## config.mk

```make
export PLATFORM = sky130hd
export DESIGN_NAME = bcd_conv_arbiter_flat
export DESIGN_NICKNAME = d
export VERILOG_FILES = /design/src/rtl/bcd_conv_arbiter_if.sv /design/src/rtl/bcd_conv_arbiter.sv /design/src/flat_wrapper.sv
export SDC_FILE = /design/constraint.sdc
export NUM_CORES = 1
export LEC_CHECK = 0
export BUFFER_PORTS_ARGS = -buffer_cell sky130_fd_sc_hd__buf_2
export CAP_MARGIN = 5
export CORE_MARGIN = 3
export CORE_UTILIZATION = 58
export CTS_BUF_LIST = sky130_fd_sc_hd__clkbuf_4
export DETAILED_ROUTE_END_ITERATION = 8
export PLACE_DENSITY = 0.82
export REMOVE_ABC_BUFFERS = 1
export SYNTH_ARGS = -nofsm -noshare
export SYNTH_HDL_FRONTEND = slang
export SYNTH_SLANG_ARGS = --single-unit
```

## constraint.sdc

```tcl
create_clock -name clk -period 2.83 [get_ports clk]
set_input_delay 0.1415 -clock clk [delete_from_list [all_inputs] [get_ports clk]]
set_output_delay 0.1415 -clock clk [all_outputs]
set_load 0.005 [all_outputs]
```

## src/rtl/bcd_conv_arbiter_if.sv

```systemverilog
// Bundle of the request and response channels around the shared binary-to-BCD engine.
// The master side belongs to the requesters and the consumer. The slave side belongs to the engine.
interface bcd_conv_arbiter_if #(
    parameter int N_REQ = 4,
    parameter int ID_W  = 2
);
    logic [N_REQ-1:0]   req_valid;
    logic [8*N_REQ-1:0] req_data;
    logic [N_REQ-1:0]   req_ready;
    logic               resp_valid;
    logic               resp_ready;
    logic [11:0]        resp_bcd;
    logic [ID_W-1:0]    resp_id;
    logic               busy;

    modport master (
        output req_valid,
        output req_data,
        output resp_ready,
        input  req_ready,
        input  resp_valid,
        input  resp_bcd,
        input  resp_id,
        input  busy
    );

    modport slave (
        input  req_valid,
        input  req_data,
        input  resp_ready,
        output req_ready,
        output resp_valid,
        output resp_bcd,
        output resp_id,
        output busy
    );
endinterface

```

## src/rtl/bcd_conv_arbiter.sv

```systemverilog
// Round-robin arbiter in front of one iterative double-dabble converter.
// An 8-bit operand goes in, and 12-bit packed BCD {hundreds, tens, units} comes out.
// The engine processes one operand bit per clock.
// Each result returns on a valid/ready channel tagged with the owning requester index.
module bcd_conv_arbiter #(
    parameter int N_REQ = 4,
    parameter int ID_W  = 2
) (
    input  logic                  clk,
    input  logic                  rst,
    bcd_conv_arbiter_if.slave     bus
);

    localparam int CW = ID_W + 1;

    typedef enum logic [1:0] {
        IDLE  = 2'd0,
        SHIFT = 2'd1,
        DONE  = 2'd2
    } state_t;

    state_t          state_q;
    logic [ID_W-1:0] rr_ptr_q;
    logic [2:0]      count_q;
    logic [7:0]      operand_q;
    logic [3:0]      hun_q;
    logic [3:0]      ten_q;
    logic [3:0]      uni_q;
    logic [ID_W-1:0] owner_q;
    logic [11:0]     resp_bcd_q;
    logic [ID_W-1:0] resp_id_q;
    logic            resp_valid_q;
    logic            busy_q;

    // Arbitration results and the next-state values of the working registers.
    logic            grant_found;
    logic [ID_W-1:0] grant_idx;
    logic [7:0]      grant_data;
    logic [CW-1:0]   cand;
    logic            ready_en;
    logic [3:0]      hun_d;
    logic [3:0]      ten_d;
    logic [3:0]      uni_d;
    logic [7:0]      operand_d;

    // Double-dabble correction: a digit of 5 or more would exceed 9 after doubling.
    function automatic logic [3:0] adj(input logic [3:0] d);
        return (d > 4'd4) ? d + 4'd3 : d;
    endfunction

    // Round-robin search that starts at rr_ptr and takes the first valid requester.
    always_comb begin
        grant_found = 1'b0;
        grant_idx   = '0;
        grant_data  = '0;
        cand        = '0;
        for (int k = 0; k < N_REQ; k++) begin
            cand = {1'b0, rr_ptr_q} + CW'(k);
            if (cand >= CW'(N_REQ)) begin
                cand = cand - CW'(N_REQ);
            end
            if (!grant_found && bus.req_valid[cand[ID_W-1:0]]) begin
                grant_found = 1'b1;
                grant_idx   = cand[ID_W-1:0];
                grant_data  = bus.req_data[8*cand[ID_W-1:0] +: 8];
            end
        end
    end

    // Grants exist only in IDLE and outside reset. Holding rst also kills the combinational path.
    assign ready_en = (state_q == IDLE) && !rst && grant_found;

    generate
        for (genvar gi = 0; gi < N_REQ; gi++) begin : g_ready
            assign bus.req_ready[gi] = ready_en && (grant_idx == ID_W'(gi));
        end
    endgenerate

    // One double-dabble iteration: adjust each digit, then shift the whole chain left by one.
    always_comb begin
        {hun_d, ten_d, uni_d, operand_d} = {adj(hun_q), adj(ten_q), adj(uni_q), operand_q} << 1;
    end

    // Control FSM. It holds the working registers and drives the registered response outputs.
    always_ff @(posedge clk or posedge rst) begin
        if (rst) begin
            state_q      <= IDLE;
            rr_ptr_q     <= '0;
            count_q      <= '0;
            operand_q    <= '0;
            hun_q        <= '0;
            ten_q        <= '0;
            uni_q        <= '0;
            owner_q      <= '0;
            resp_bcd_q   <= '0;
            resp_id_q    <= '0;
            resp_valid_q <= 1'b0;
            busy_q       <= 1'b0;
        end else begin
            case (state_q)
                IDLE: begin
                    if (grant_found) begin
                        operand_q <= grant_data;
                        hun_q     <= '0;
                        ten_q     <= '0;
                        uni_q     <= '0;
                        count_q   <= '0;
                        owner_q   <= grant_idx;
                        rr_ptr_q  <= (grant_idx == ID_W'(N_REQ - 1)) ? '0 : grant_idx + 1'b1;
                        busy_q    <= 1'b1;
                        state_q   <= SHIFT;
                    end
                end
                SHIFT: begin
                    hun_q     <= hun_d;
                    ten_q     <= ten_d;
                    uni_q     <= uni_d;
                    operand_q <= operand_d;
                    count_q   <= count_q + 3'd1;
                    if (count_q == 3'd7) begin
                        resp_bcd_q   <= {hun_d, ten_d, uni_d};
                        resp_id_q    <= owner_q;
                        resp_valid_q <= 1'b1;
                        state_q      <= DONE;
                    end
                end
                DONE: begin
                    if (bus.resp_ready) begin
                        resp_valid_q <= 1'b0;
                        busy_q       <= 1'b0;
                        state_q      <= IDLE;
                    end
                end
                default: begin
                    state_q <= IDLE;
                end
            endcase
        end
    end

    assign bus.resp_valid = resp_valid_q;
    assign bus.resp_bcd   = resp_bcd_q;
    assign bus.resp_id    = resp_id_q;
    assign bus.busy       = busy_q;

endmodule

```

## src/flat_wrapper.sv

```systemverilog
// flat-port wrapper written by rule: the top's interface ports become plain ports
module bcd_conv_arbiter_flat 
#(
    parameter int N_REQ = 4,
    parameter int ID_W  = 2
)
  (clk, rst, bus_req_valid, bus_req_data, bus_resp_ready, bus_req_ready, bus_resp_valid, bus_resp_bcd, bus_resp_id, bus_busy);
  bcd_conv_arbiter_if #(.N_REQ(N_REQ), .ID_W(ID_W)) bus_i ();
  input  logic clk;
  input  logic rst;
  input wire logic [$bits(bus_i.req_valid)-1:0] bus_req_valid;
  input wire logic [$bits(bus_i.req_data)-1:0] bus_req_data;
  input wire logic [$bits(bus_i.resp_ready)-1:0] bus_resp_ready;
  output wire logic [$bits(bus_i.req_ready)-1:0] bus_req_ready;
  output wire logic [$bits(bus_i.resp_valid)-1:0] bus_resp_valid;
  output wire logic [$bits(bus_i.resp_bcd)-1:0] bus_resp_bcd;
  output wire logic [$bits(bus_i.resp_id)-1:0] bus_resp_id;
  output wire logic [$bits(bus_i.busy)-1:0] bus_busy;
  assign bus_i.req_valid = bus_req_valid;
  assign bus_i.req_data = bus_req_data;
  assign bus_i.resp_ready = bus_resp_ready;
  assign bus_req_ready = bus_i.req_ready;
  assign bus_resp_valid = bus_i.resp_valid;
  assign bus_resp_bcd = bus_i.resp_bcd;
  assign bus_resp_id = bus_i.resp_id;
  assign bus_busy = bus_i.busy;
  bcd_conv_arbiter #(.N_REQ(N_REQ), .ID_W(ID_W)) u_core (.clk(clk), .rst(rst), .bus(bus_i));
endmodule
```

==> impl_metrics.csv <==
group,metric,value,unit
status,outcome,"finished, final reports clean",
cts,cts_setup_buffers,0,
grt,grt_pass1_wl,11.8,mm
setup_path,critPathArrivalTime,2340,ps
cts,clkLatencyLatePin,360,ps
cts,path_clk_slew,130,ps
layout,diodes,0,
placed_design,placed_cell_area,3660,µm²
cts,clock-root-buffer,"clkbuf_4",
grt,grtUsageTotal,0.228,
drt,dr.first_iter.drc_count,165,
setup_path,r2r-start,"u_core.rr_ptr_q[0]$_DFFE_PP0P_",
synthesis,synthAdderAreaFrac,0.0414,
drt,num_vias,2728,
timing,hold_viol,0,
setup_path,path_class,"flip-flop to output port",
timing,tightest_slew,1000,ps
drt,drt_first_pass_iters,4,
synthesis,synth_top_area_cell,"dfrtp_1",
layout,layout-drive-gt1-share,0.298,
synthesis,syn_area,3320,µm²
layout,area_delta_synth_final,12.2,%
timing,fin_crit_sh,0.877,
cts,cts_buffer_depth,2,
setup_path,crit_start,"u_core.rr_ptr_q[1]$_DFFE_PP0P_",
synthesis,synth_top_area_share,0.339,
timing,maxSlewHeadroom,0.327,
job,drv_cap,0,
cts,ctsResizeCount,0,
placed_design,gp_congestion,0.833,
setup_path,reg2reg_slack,760,ps
placed_design,dp_cells,444,
grt,first_global_vias,2575,
timing,layout_min_cycle_time,2480,ps
grt,antenna_found_initial,0,
timing,fin_skew,8.95,ps
synthesis,synth_warnings,0,
pwr,peakVddDrop,0.726,mV
synthesis,syn_inst,328,
timing,fmax,403,MHz
pwr,p_leak,1.69,nW
synthesis,ys_ff_latch,45,
layout,fin_nets,432,
die,dieHeight,81.7,µm
drt,ant_nets,0,
drt,routed_wirelength,6.95,mm
setup_path,cp-end-kind,"output port",
synthesis,synth_compound_area_frac,0.198,
timing,final_max_slew_viol_count,0,
layout,final_cells,453,
cts,cts_made_buffers,5,
die,core,5340,µm²
layout,fin_area,3730,µm²
cts,cts_tree,"done",
synthesis,synth_top_family_by_area,"multiplexers",
synthesis,synthSimpleGateAreaFrac,0.111,
drt,wl_per_cell,15.3,µm
timing,rsz0062_at_grt,"false",
grt,grt_max_degree,29,
cts,cts.sinks,45,
die,rows,26,
pwr,finalPower,0.00362,W
pwr,p_per_area,972,nW/µm²
die,num_io_pins,59,
setup_path,cp_max_fo,12,
synthesis,yosysSeqAreaShare,0.339,
setup_path,worstPathRequired,2690,ps
timing,setup_viol,0,
synthesis,synth_edf_count,0,
setup_path,crit_path_end,"bus_req_ready[2]",
synthesis,synthXorXnorAreaFrac,0.0132,
synthesis,synth_top_cells_by_area,"dfrtp_1 (34%), mux4_2 (17%), a21oi_1 (4.2%)",
timing,setup-tns-final,0,ps
synthesis,synth.distinct_cells,50,
placed_design,dp_hpwl,5.44,mm
die,start_util,0.623,
synthesis,syn_area_per_cell,10.1,µm²
setup_path,rr_endpoint,"u_core.operand_q[3]$_DFFE_PP0P_",
grt,overflow,0,
cts,h-tree-depth,2,
synthesis,synthMuxAreaShare,0.234,
die,die_area,6670,µm²
hold_path,hp-class,"input port to flip-flop",
synthesis,async_reset_ff_frac,1.00,
timing,whs,30.2,ps
synthesis,synth_flop_cell,"dfrtp_1",
setup_path,rr_worst_depth,6,
setup_path,startpoint_type,"flip-flop",
drt,drc_errors,0,
die,die_w,81.7,µm
drt,via_per_inst,6.02,
placed_design,portBuffers,58,
-- critical path: stages (launching register included) --
cell and delay [ps]:
dfrtp_1 630, inv_1 120, a221o_1 280, a32o_1 220, nor2_1 170, inv_1 100
ha_1 190, nor3b_1 130, buf_2 140
-- worst min path at each step --
stage               depth (start not counted)                             end           start  slack, ps
floorplan                                   3   u_core.state_q[1]$_DFFE_PP0P_  bus_resp_ready        300
global placement                            2  u_core.rr_ptr_q[1]$_DFFE_PP0P_             rst        330
detailed placement                          2  u_core.rr_ptr_q[1]$_DFFE_PP0P_             rst        330
CTS                                         4   u_core.state_q[1]$_DFFE_PP0P_  bus_resp_ready         20
global route                                4   u_core.state_q[1]$_DFFE_PP0P_  bus_resp_ready         30
finish                                      4   u_core.state_q[1]$_DFFE_PP0P_  bus_resp_ready         30
-- where the power goes --
| part | total, W | leakage (nW) | switching (W) | internal (W) |
|---|---|---|---|---|
| clock | 0.000302 | 0.0326 | 0.000208 | 0.0000944 |
| combinational | 0.00218 | 1.11 | 0.00110 | 0.00109 |
| sequential | 0.00114 | 0.555 | 0.000214 | 0.000925 |
-- sequential cells by signal, indices dropped and copies added, names as in the netlist --
signal	cells
u_core.bus.resp_bcd	12
u_core.uni_q	4
u_core.count_q	3
u_core.hun_q	4
u_core.bus.resp_id	2
u_core.bus.busy	1
u_core.state_q	2
u_core.owner_q	2
u_core.rr_ptr_q	2
u_core.operand_q	8
u_core.ten_q	4
u_core.bus.resp_valid	1
-- metrics by stage --
step / util / worst slack (ps)
2_1_floorplan: - / -91.0
3_3_place_gp: 0.686 / 838
3_5_place_dp: 0.686 / 757
4_1_cts: 0.698 / 339
5_1_grt: 0.698 / 166
6_report: 0.698 / 349
-- cell type report --
class,instances,area [µm²]
fillers,418,1610
clock inverters,3,17.5
inverters,24,90.1
well taps,70,87.6
flip-flops and latches,45,1130
repair buffers,70,383
clock buffers,5,37.5
multi-input cells,236,1980
-- cell usage after synthesis, drive strengths merged (4+ instances only) --
library cell	count
inv	24
nor3	4
mux2i	9
xnor2	5
ha	11
nand2	32
buf	18
clkbuf	5
mux2	11
nor3b	6
o21ai	26
o22ai	12
a211oi	5
nor2	17
dfrtp	45
a22o	4
a21oi	29
o31ai	8
mux4	25
-- cells by family after synthesis --
kind of cell	after synthesis
AOI/OAI and AO/OA	100
and+or+nand+nor	75
buffers and inverters	47
muxes	45
DFF	45
adders and majority gates	11
xor gates and xnor gates	5
-- what timing repair did --
item / 4_1_cts / 5_1_grt
hold endpoints to repair: 27 / 0
setup endpoints to repair: 0 / 0
hold buffers: 1 / 0
-- layout by cell type (no fill, tap or decap), types with 3 or more instances in the layout --
master | synthesis | routed
buf_2 | 11 | 58
dfrtp_1 | 45 | 44
nand2_1 | 32 | 32
a21oi_1 | 28 | 28
mux4_2 | 25 | 25
inv_1 | 22 | 21
nor2_1 | 17 | 17
o21ai_1 | 14 | 14
o22ai_1 | 12 | 12
o21ai_0 | 12 | 12
ha_1 | 11 | 11
buf_4 | 4 | 11
mux2i_1 | 9 | 9
mux2_1 | 8 | 8
o31ai_1 | 7 | 7
nor3b_1 | 6 | 6
xnor2_1 | 5 | 5
clkbuf_4 | 0 | 5
a22o_1 | 4 | 4
nor3_1 | 4 | 4
mux2_2 | 3 | 3
a211oi_1 | 3 | 3
nand3b_1 | 3 | 3
or3b_1 | 3 | 3
a21o_1 | 3 | 3
-- per-layer routing --
metal  wire (µm)  global-route usage  share of wire
met4         111              0.0797          0.016
met2        3510               0.399           0.51
met5           0                   0              0
met1        3030               0.288           0.44
met3         298              0.0318          0.043
Power figures use the tool's default switching activity.
